--- config.mk ---
export PLATFORM = sky130hd
export DESIGN_NAME = mux_n_pipe
export DESIGN_NICKNAME = d
export VERILOG_FILES = /design/src/rtl/mux_n_pipe.sv
export SDC_FILE = /design/constraint.sdc
export NUM_CORES = 1
export LEC_CHECK = 0
export ABC_AREA = 1
export CAP_MARGIN = 20
export CORE_MARGIN = 2
export CORE_UTILIZATION = 41
export DETAILED_ROUTE_END_ITERATION = 6
export PLACE_DENSITY = 0.89
export SLEW_MARGIN = 30
export SYNTH_ARGS = -nofsm -noshare
export SYNTH_HDL_FRONTEND = slang
export SYNTH_SLANG_ARGS = --single-unit
--- constraint.sdc ---
create_clock -name clk -period 1.3 [get_ports clk]
set_clock_uncertainty 0.05 [all_clocks]
set_input_delay 0.26 -clock clk [delete_from_list [all_inputs] [get_ports clk]]
set_output_delay 0.26 -clock clk [all_outputs]
set_load 0.01 [all_outputs]
--- src/rtl/mux_n_pipe.sv ---
// mux_n_pipe: registered N-input signed operand select with a 2-entry skid
// buffer behind a valid/ready handshake. Sits between the forwarding-select
// logic and the execute-stage operand latch.
//
// Out-of-range selects deliver zero and raise a sticky sel_err flag.
// in_ready is driven from registered state only, so there is no combinational
// path from out_ready back to in_ready.
//
// Optional build macro: MUX_N_PIPE_XFER_CNT_EN adds the output port xfer_cnt.
// xfer_cnt is a 16-bit saturating count of output transfers.
module mux_n_pipe #(
    parameter int WIDTH = 64,
    parameter int N     = 3,
    parameter int SEL_W = $clog2(N)
) (
    input  logic                    clk,
    input  logic                    rst_n,
    input  logic [N*WIDTH-1:0]      in_data,
    input  logic [SEL_W-1:0]        in_sel,
    input  logic                    in_valid,
    output logic                    in_ready,
    output logic signed [WIDTH-1:0] out_data,
    output logic                    out_valid,
    input  logic                    out_ready,
    output logic                    sel_err,
    output logic [1:0]              occ
`ifdef MUX_N_PIPE_XFER_CNT_EN
    ,
    output logic [15:0]             xfer_cnt
`endif
);

    typedef enum logic [1:0] {
        EMPTY = 2'd0,
        ONE   = 2'd1,
        TWO   = 2'd2
    } state_t;

    state_t                    state_r;
    state_t                    state_nx_s;
    logic signed [WIDTH-1:0]   out_data_r;
    logic signed [WIDTH-1:0]   skid_r;
    logic                      out_valid_r;
    logic                      in_ready_r;
    logic                      sel_err_r;
    logic [1:0]                occ_r;

    logic [WIDTH-1:0]          val_s;
    logic                      sel_bad_s;
    logic                      accept_s;
    logic                      emit_s;
    logic                      load_out_s;
    logic                      load_out_skid_s;
    logic                      load_skid_s;

    assign accept_s = in_valid && in_ready_r;
    assign emit_s   = out_valid_r && out_ready;

    // Operand select; any select with no matching input yields zero and flags an error.
    always_comb begin
        val_s     = {WIDTH{1'b0}};
        sel_bad_s = 1'b1;
        for (int k = 0; k < N; k++) begin
            if (int'(in_sel) == k) begin
                val_s     = in_data[k*WIDTH +: WIDTH];
                sel_bad_s = 1'b0;
            end else begin
                val_s     = val_s;
                sel_bad_s = sel_bad_s;
            end
        end
    end

    // Occupancy FSM: next state and data-path load strobes.
    always_comb begin
        state_nx_s      = state_r;
        load_out_s      = 1'b0;
        load_out_skid_s = 1'b0;
        load_skid_s     = 1'b0;
        case (state_r)
            EMPTY: begin
                if (accept_s) begin
                    load_out_s = 1'b1;
                    state_nx_s = ONE;
                end else begin
                    state_nx_s = EMPTY;
                end
            end
            ONE: begin
                if (accept_s && emit_s) begin
                    load_out_s = 1'b1;
                    state_nx_s = ONE;
                end else if (accept_s) begin
                    load_skid_s = 1'b1;
                    state_nx_s  = TWO;
                end else if (emit_s) begin
                    state_nx_s = EMPTY;
                end else begin
                    state_nx_s = ONE;
                end
            end
            TWO: begin
                if (emit_s) begin
                    load_out_skid_s = 1'b1;
                    state_nx_s      = ONE;
                end else begin
                    state_nx_s = TWO;
                end
            end
            default: begin
                state_nx_s = EMPTY;
            end
        endcase
    end

    // State, data and registered status outputs with synchronous active-low reset.
    always_ff @(posedge clk) begin
        if (!rst_n) begin
            state_r     <= EMPTY;
            out_data_r  <= {WIDTH{1'b0}};
            skid_r      <= {WIDTH{1'b0}};
            out_valid_r <= 1'b0;
            in_ready_r  <= 1'b0;
            sel_err_r   <= 1'b0;
            occ_r       <= 2'd0;
        end else begin
            state_r     <= state_nx_s;
            out_valid_r <= (state_nx_s != EMPTY);
            in_ready_r  <= (state_nx_s != TWO);
            occ_r       <= state_nx_s;
            sel_err_r   <= sel_err_r | (accept_s & sel_bad_s);
            if (load_out_s) begin
                out_data_r <= val_s;
            end else if (load_out_skid_s) begin
                out_data_r <= skid_r;
            end
            if (load_skid_s) begin
                skid_r <= val_s;
            end
        end
    end

    assign out_data  = out_data_r;
    assign out_valid = out_valid_r;
    assign in_ready  = in_ready_r;
    assign sel_err   = sel_err_r;
    assign occ       = occ_r;

`ifdef MUX_N_PIPE_XFER_CNT_EN
    logic [15:0] xfer_cnt_r;

    // Saturating count of output transfers.
    always_ff @(posedge clk) begin
        if (!rst_n) begin
            xfer_cnt_r <= 16'd0;
        end else if (emit_s && (xfer_cnt_r != 16'hFFFF)) begin
            xfer_cnt_r <= xfer_cnt_r + 16'd1;
        end
    end

    assign xfer_cnt = xfer_cnt_r;
`endif

endmodule

Word level (Yosys, flattened, before mapping). Cells that the tools add are included.

ROM bits: 0. Bits in latches: 0. Input port bits: 198. RAM bits: 0. Output and inout port bits: 69. Logic and storage cells: 41. Register bits after elaboration: 133. Memories kept: 0.

Bitwise gates (word level): 2. $lt $le $gt $ge: 0. Reductions and logical operators: 7. Shifts and indexed selects: 0. Divide/modulo/power cells: 0. Multipliers: 0. Add/sub/neg operators: 0. Muxes and demuxes: 21. Equal/unequal tests: 5.

Operators by type and width (number): $mux 64 (5); $mux 1 (11); $eq 2x2->1 const B (3); $mux 2 (3); $pmux 2 s3 (1); $logic_not 2->1 (2); $reduce_bool 2->1 (2); $logic_and 1x1->1 (3); $eq 2x1->1 const B (1); $ne 2x2->1 const B (1); $pmux 1 s2 (1); $and 1x1->1 (1); $or 1x1->1 (1).

Logic depth before layout (Yosys ltp). Gate-level depths: netlist of the first run.

Depth in word-level cells: 6. Mapped depth: 11. Mapped depth without buffers: 9.

Least setup slack after synthesis of the first run. No wires, ideal clock.

Path type: flip-flop to flip-flop. From: register out_valid_r (netlist: out_valid). To: register out_data_r[20] (netlist: out_data[20]). Buffers on the path: 2. Clock period less this slack: 1.566 ns. Library setup time: 0.117 ns. Required time: 1.133 ns. Cell stages (with the launch flop): 11. Data arrival time: 1.399 ns. Slack: -0.266 ns. Path through: dfxtp_1 nand2_1 inv_1 ha_1 nand3_2 nand2_2 buf_6 buf_2 a21oi_1 nor2_1 nor2_1.

Longest elaborated chain between the ends: 5. Elaborated cells between the ends (all ways): 8. Those cells by class: mux (5); reduce/logical (3).

RTL lines: start, declared (RTL line 43) `logic out_valid_r;`; start signal, assigned (RTL line 128) `out_valid_r <= (state_nx_s != EMPTY);`; $logic_and 1x1->1 (*) (RTL line 57) `assign emit_s = out_valid_r && out_ready;`; $logic_and 1x1->1 (RTL line 90) `if (accept_s && emit_s) begin`; $mux 1 (RTL line 90); $pmux 1 s2 (RTL line 80) `case (state_r)`; $mux 64 or $reduce_bool 2->1 (tied branches); end signal, assigned (RTL line 120) `out_data_r <= {WIDTH{1'b0}};`; end signal, assigned (RTL line 133) `out_data_r <= val_s;`; end signal, assigned (RTL line 135) `out_data_r <= skid_r;`; end, declared (RTL line 41) `logic signed [WIDTH-1:0] out_data_r;`.

Mark *: on every way between the ends. The rest lies on a longest branch, timed or not. A chain may end at the register's enable or synchronous reset.

Worst setup path in the final report of the first run.
From: register in_ready_r (netlist: in_ready). To: register skid_r[21].

Longest elaborated chain between the ends: 4. Elaborated cells between the ends (all ways): 5. Those cells by class: mux (3); reduce/logical (2).

RTL lines: start, declared (RTL line 44) `logic in_ready_r;`; start signal, assigned (RTL line 129) `in_ready_r <= (state_nx_s != TWO);`; $logic_and 1x1->1 (*) (RTL line 56) `assign accept_s = in_valid && in_ready_r;`; $mux 1 or $logic_and 1x1->1 (tied branches) (RTL line 93, 90); $mux 1 (*) (RTL line 90); $mux 1 (*) (RTL line 80); end signal, assigned (RTL line 121) `skid_r <= {WIDTH{1'b0}};`; end signal, assigned (RTL line 138) `skid_r <= val_s;`; end, declared (RTL line 42) `logic signed [WIDTH-1:0] skid_r;`.

Marked as above.

==> flow_metrics.env, run 1 <==
export IMPL_status="complete, but fails checks"
export IMPL_violations="negative setup slack"
export IMPL_holdPathStages=4
export IMPL_cp_required_ns=1.56
export IMPL_clk_path_buf_depth=2
export IMPL_synth_warnings=0
export IMPL_start_kind="flip-flop"
export IMPL_yosys_area_share_simple_pct=36.5
export IMPL_grt_ovfl_total=0
export IMPL_synth_area_leaders="dfxtp_1, nand3_1, nor2_1"
export IMPL_power_density_nw_per_um2=1070
export IMPL_die_w_um=135
export IMPL_worstPathArrival_ns=1.88
export IMPL_wl_per_cell_um=17.8
export IMPL_cts_tree="built"
export IMPL_syn_area_per_cell_um2=6.20
export IMPL_grt_total_usage_pct=28.2
export IMPL_rows=47
export IMPL_setup_ws_ns=-0.320
export IMPL_ys_seq_area_share_pct=37.7
export IMPL_worstReg2RegEnd="skid_r[21]$_SDFFE_PN0P_"
export IMPL_fp_dieH_um=135
export IMPL_clock_latency_ns=0.42
export IMPL_syn_area_um2=7070
export IMPL_cts_buffers=17
export IMPL_fin_crit_ns=1.62
export IMPL_grt_pass1_wl_mm=41.0
export IMPL_yosys_cell_types_count=23
export IMPL_clock_power_share_pct=34.4
export IMPL_holdWs_ns=0.258
export IMPL_areaGrowthSynthToFinish_pct=66.9
export IMPL_setup_worst_path_start="in_ready$_SDFF_PN0_"
export IMPL_synth_top_family_by_area="simple AND/OR/NAND/NOR gates"
export IMPL_synthAdderAreaFrac_pct=0.177
export IMPL_power_internal_uw=8680
export IMPL_ys_ff_latch=133
export IMPL_end_kind="flip-flop"
export IMPL_r2r_start="in_ready$_SDFF_PN0_"
export IMPL_worstHoldStart="rst_n"
export IMPL_reg2reg_slack_ns=-0.32
export IMPL_report_final_slew_viol_count=0
export IMPL_start_util_pct=42.3
export IMPL_instances_no_fill=1657
export IMPL_min_path_type="in2reg"
export IMPL_hold_buffers=0
export IMPL_grt_setup_unrepaired="yes"
export IMPL_postRouteWirelength_mm=29.5
export IMPL_clk_pin_slew_ns=0.06
export IMPL_path_max_fanout=9
export IMPL_synthesis_nets=1339
export IMPL_gp_congestion=0.838
export IMPL_synthCells=1140
export IMPL_seqPwrFrac_pct=36.4
export IMPL_p_comb_share_pct=29.2
export IMPL_via_count=8925
export IMPL_fillers=1239
export IMPL_grt_pass1_vias=8438
export IMPL_cap_violations=0
export IMPL_synth_top_cell_by_area="dfxtp_1"
export IMPL_place_inst=1587
export IMPL_nets=1623
export IMPL_synthXorXnorAreaFrac_pct=0
export IMPL_relSlewSlack_pct=73.0
export IMPL_drive_gt1_share_pct=25.1
export IMPL_h_tree_depth=4
export IMPL_ioPinCount=267
export IMPL_die_area_um2=18300
export IMPL_place_port_buffers=266
export IMPL_hold_viol_final=0
export IMPL_switching_power_uw=3940
export IMPL_max_freq_mhz=617
export IMPL_synth_compound_area_share_pct=13.3
export IMPL_swShare_pct=31.2
export IMPL_synthMuxAreaShare_pct=0
export IMPL_clockRootBuffer="clkbuf_16"
export IMPL_vias_per_cell=5.39
export IMPL_grt_max_degree=59
export IMPL_synth_top_area_share_pct=37.7
export IMPL_place_ws_ns=-0.585
export IMPL_postLayoutCoreUtil_pct=70.6
export IMPL_tightest_slew_ns=0.405
export IMPL_final_setup_viol_count=134
export IMPL_antenna_found_initial=2
export IMPL_drt_pass1_iterations=6
export IMPL_drtIter0Drc=786
export IMPL_place_hpwl_mm=16.9
export IMPL_worst_r2r_cell_count=10
export IMPL_crit_type="reg2reg"
export IMPL_period_share_pct=125
export IMPL_clock_sinks=133
export IMPL_ant_nets=0
export IMPL_route_detailed_drc=0
export IMPL_core_area_um2=16700
export IMPL_min_to="out_data[2]$_SDFFE_PN0P_"
export IMPL_irDropWorstVdd_mv=1.01
export IMPL_leakage_uw=0.00546
## kinds of logic (layout without fill, tap and decap cells)
group	after synthesis	after routing
AOI/OAI and AO/OA	187	187
buffers and inverters	209	504
other	0	2
adders and majority gates	1	1
and+or+nand+nor	610	610
DFF	133	133
## placed cells by master, fill, tap and decap left out, drive strengths merged
master,synthesis,layout
nor3b,4,4
clkdlybuf4s15,0,4
nor2,245,245
diode,0,2
o21ai,120,120
a31oi,1,1
buf,43,126
nand4,3,3
clkbuf,41,42
nand3,186,186
o211ai,2,2
a21oi,64,64
dlygate4sd2,0,1
clkinv,0,6
inv,125,126
clkdlybuf4s50,0,194
dfxtp,133,133
nand2,172,172
ha,1,1
clkinvlp,0,5
## power groups by stage
stage,Clock [uW],Combinational (uW),Sequential [uW]
after floorplan,0,1320,4750
after global placement,0,2890,4650
after detailed placement,0,2950,4660
after CTS,4330,3190,4580
after global routing,4520,3950,4620
final,4340,3680,4590
## per-layer routing
metal / part of all wire (%) / vias to the layer above / GRT usage (%)
li1: - / 4211 / -
met1: 37 / 4103 / 31.6
met2: 48 / 496 / 49.2
met3: 9.6 / 115 / 7.15
met4: 4.6 / 0 / 15.4
met5: 0 / - / 0
## cells in the mapped netlist
cell type	n
nor2_1	241
nand3_1	184
nand2_1	170
dfxtp_1	133
inv_1	119
o21ai_0	114
a21oi_1	64
clkbuf_1	41
buf_2	25
buf_4	8
buf_1	7
inv_2	6
o21ai_1	6
nor3b_1	4
buf_6	3
nand4_1	3
nand2_2	2
nand3_2	2
nor2_2	2
nor2_4	2
o211ai_1	2
a31oi_1	1
ha_1	1
## per-stage QoR
stage | cell area, um2 | total power (uW) | setup TNS (ns)
after detailed placement | 10200 | 7610 | -62.53
after global routing | 11800 | 13100 | -38.64
after floorplan | 7170 | 6070 | -4.37
final | 11800 | 12600 | -30.75
after CTS | 11100 | 12100 | -19.71
after global placement | 10200 | 7540 | -58.52
## cell type report
cell class	instances	area (um2)	share of cell area, %
Multi-Input combinational cell	798	4050	34.4
Timing Repair Buffer	349	3760	31.9
Sequential cell	133	2680	22.7
Inverter	125	500	4.24
Clock buffer	18	439	3.72
Tap cell	220	275	2.33
Clock inverter	12	83.8	0.711
Antenna cell	2	5.00	0.0424
## flip-flops by register name (all words and copies together) (netlist names)
signal,count
skid_r,64
in_ready,1
out_valid,1
out_data,64
occ,2
sel_err,1
## how the worst max path moves through the flow
| stage | to | slack (ns) | depth (start not counted) |
|---|---|---|---|
| after floorplan | out_data[19]$_SDFFE_PN0P_ | -0.09 | 11 |
| final | skid_r[21]$_SDFFE_PN0P_ | -0.32 | 10 |
| after global routing | skid_r[21]$_SDFFE_PN0P_ | -0.37 | 10 |
| after CTS | out_data[35]$_SDFFE_PN0P_ | -0.24 | 10 |
| after detailed placement | out_data[44]$_SDFFE_PN0P_ | -0.59 | 10 |
| after global placement | out_data[44]$_SDFFE_PN0P_ | -0.54 | 10 |
## critical path, stage by stage (launching register included)
cell	delay [ns]
dfxtp_2	0.34
nand2_2	0.06
inv_4	0.08
buf_4	0.12
nand2_2	0.06
nor2_4	0.14
buf_12	0.20
inv_16	0.07
clkbuf_16	0.18
nor2_1	0.11
nor2_1	0.06
## what timing repair did
item | 4_1_cts | 5_1_grt
endpoints found under the hold margin | 0 | 0
endpoints found under the setup margin | 200 | 167
buffers inserted | 9 | 3
gates cloned | 8 | 22
resized for setup | 297 | 200
pin swaps | 10 | 64
(Power assumes the default switching activity.)
==> run 2: changes to the inputs <==
GPL_TIMING_DRIVEN = 0   (was unset)
==> run 2 against run 1 <==
Compared with the run above: via count grew 0.28%; non-clock buffer count grew 35; routed wire length grew 1.0%; the flow still finishes with violations (negative setup slack); largest power group unchanged; die area is the same; cell count grew 2.2%.
==> flow_metrics.env, run 2 (synthesis results as in run 1) <==
export IMPL_status="complete, but fails checks"
export IMPL_violations="negative setup slack"
export IMPL_drt_pass1_iterations=5
export IMPL_period_share_pct=129
export IMPL_relSlewSlack_pct=57.9
export IMPL_fin_crit_ns=1.67
export IMPL_grt_ovfl_total=0
export IMPL_fillers=1381
export IMPL_place_port_buffers=263
export IMPL_r2r_start="out_valid$_SDFF_PN0_"
export IMPL_tightest_slew_ns=0.632
export IMPL_die_area_um2=18300
export IMPL_place_hpwl_mm=19.8
export IMPL_clk_path_buf_depth=2
export IMPL_grt_max_degree=17
export IMPL_path_max_fanout=5
export IMPL_grt_pass1_wl_mm=43.4
export IMPL_h_tree_depth=4
export IMPL_end_kind="flip-flop"
export IMPL_hold_buffers=0
export IMPL_min_path_type="in2reg"
export IMPL_drtIter0Drc=660
export IMPL_place_inst=1623
export IMPL_nets=1659
export IMPL_cts_buffers=17
export IMPL_min_to="out_data[45]$_SDFFE_PN0P_"
export IMPL_die_w_um=135
export IMPL_postRouteWirelength_mm=29.8
export IMPL_power_density_nw_per_um2=1100
export IMPL_crit_top_cell="nand3_4"
export IMPL_worst_r2r_cell_count=9
export IMPL_ant_nets=0
export IMPL_rows=47
export IMPL_start_kind="flip-flop"
export IMPL_hold_viol_final=0
export IMPL_holdPathStages=3
export IMPL_worstHoldStart="rst_n"
export IMPL_worstPathArrival_ns=1.93
export IMPL_max_freq_mhz=598
export IMPL_wl_per_cell_um=17.6
export IMPL_grt_setup_unrepaired="yes"
export IMPL_via_count=8950
export IMPL_reg2reg_slack_ns=-0.37
export IMPL_core_area_um2=16700
export IMPL_irDropWorstVdd_mv=1.03
export IMPL_instances_no_fill=1694
export IMPL_crit_path_top_delay_cell="dfxtp_2"
export IMPL_critPathBufInv=3
export IMPL_crit_family="simple AND/OR/NAND/NOR gates"
export IMPL_clock_latency_ns=0.42
export IMPL_cap_violations=0
export IMPL_route_detailed_drc=0
export IMPL_path_cells="nand2_2, inv_2, ha_4, nand3_4, buf_12, nand3_4, clkbuf_8, o21ai_0, nor2_1"
export IMPL_report_final_slew_viol_count=0
export IMPL_start_util_pct=42.3
export IMPL_cts_tree="built"
export IMPL_leakage_uw=0.00546
export IMPL_gp_congestion=0.895
export IMPL_power_total_uw=12600
export IMPL_vias_per_cell=5.28
export IMPL_setup_ws_ns=-0.371
export IMPL_cp_required_ns=1.56
export IMPL_final_setup_viol_count=134
export IMPL_fp_dieH_um=135
export IMPL_clockRootBuffer="clkbuf_16"
export IMPL_clk_pin_slew_ns=0.06
export IMPL_clock_sinks=133
export IMPL_ioPinCount=267
export IMPL_final_common_cell="nor2_1"
export IMPL_grt_total_usage_pct=30.4
export IMPL_crit_type="reg2reg"
export IMPL_postLayoutCoreUtil_pct=68.4
export IMPL_drive_gt1_share_pct=19.3
export IMPL_areaGrowthSynthToFinish_pct=61.7
export IMPL_antenna_found_initial=1
export IMPL_worst_path_largest_cell_delay_ns=0.33
export IMPL_grt_pass1_vias=8508
export IMPL_worstReg2RegEnd="out_data[30]$_SDFFE_PN0P_"
export IMPL_final_cell_mix="nor2_1, clkdlybuf4s50_1, nand3_1, nand2_1, dfxtp_1"
==> run 2: worst max path at each step <==
stage                     cells past startpoint                        end            startpoint
after detailed placement                      9  out_data[29]$_SDFFE_PN0P_              in_valid
final                                         9  out_data[30]$_SDFFE_PN0P_  out_valid$_SDFF_PN0_
after global routing                         11   out_data[5]$_SDFFE_PN0P_  out_valid$_SDFF_PN0_
after CTS                                    11  out_data[20]$_SDFFE_PN0P_  out_valid$_SDFF_PN0_
after global placement                        9  out_data[31]$_SDFFE_PN0P_             out_ready
after floorplan                              11  out_data[19]$_SDFFE_PN0P_   in_ready$_SDFF_PN0_
==> run 2: repair_timing <==
action | 4_1_cts | 5_1_grt
resized for setup | 287 | 167
pin swaps | 19 | 50
setup endpoints to repair | 201 | 191
buffers inserted | 17 | 7
gates cloned | 8 | 8
==> run 2: power breakdown <==
group	total (uW)	leakage, uW	internal [uW]	switching [uW]
clock network	4480	0.000259	2660	1830
registers	4590	0.00109	4420	173
logic	3490	0.00412	1690	1800
total	12600	0.00546	8760	3800
==> run 2: tightest hold or removal path, delay by kind of cell <==
kind	cells	cell delay, ns
simple gates	1	0.04
buf+inv	1	0.19
compound gates	1	0.13
==> run 2: cell type report <==
cell class,instances,area (um2),area share [%]
Timing Repair Buffer,300,2880,25.2
Inverter,125,479,4.19
Buffer,84,702,6.14
Antenna cell,1,2.50,0.0219
Clock buffer,22,454,3.98
Tap cell,220,275,2.41
Sequential cell,133,2680,23.4
Multi-Input combinational cell,799,3880,33.9
Clock inverter,10,82.6,0.723
==> run 2: routing by layer <==
layer | vias to the layer above | global-route usage, % | routed length, um | share of wire (%)
met5 | - | 0 | 0 | 0
met1 | 4134 | 36.8 | 11700 | 39
met3 | 82 | 6.66 | 2600 | 8.7
met2 | 440 | 52.5 | 14500 | 49
met4 | 0 | 12.4 | 1030 | 3.5
li1 | 4294 | - | - | -
==> run 2: per-stage QoR <==
step / TNS, ns / instance area (um2) / setup WS [ns] / hold WS [ns]
6_report: -30.72 / 11400 / -0.371 / 0.208
5_1_grt: -39.55 / 11400 / -0.433 / 0.222
4_1_cts: -27.40 / 11200 / -0.329 / 0.194
3_5_place_dp: -102.34 / 10100 / -0.909 / 0.419
3_3_place_gp: -96.52 / 10100 / -0.878 / 0.403
2_1_floorplan: -4.37 / 7170 / -0.0852 / 0.384
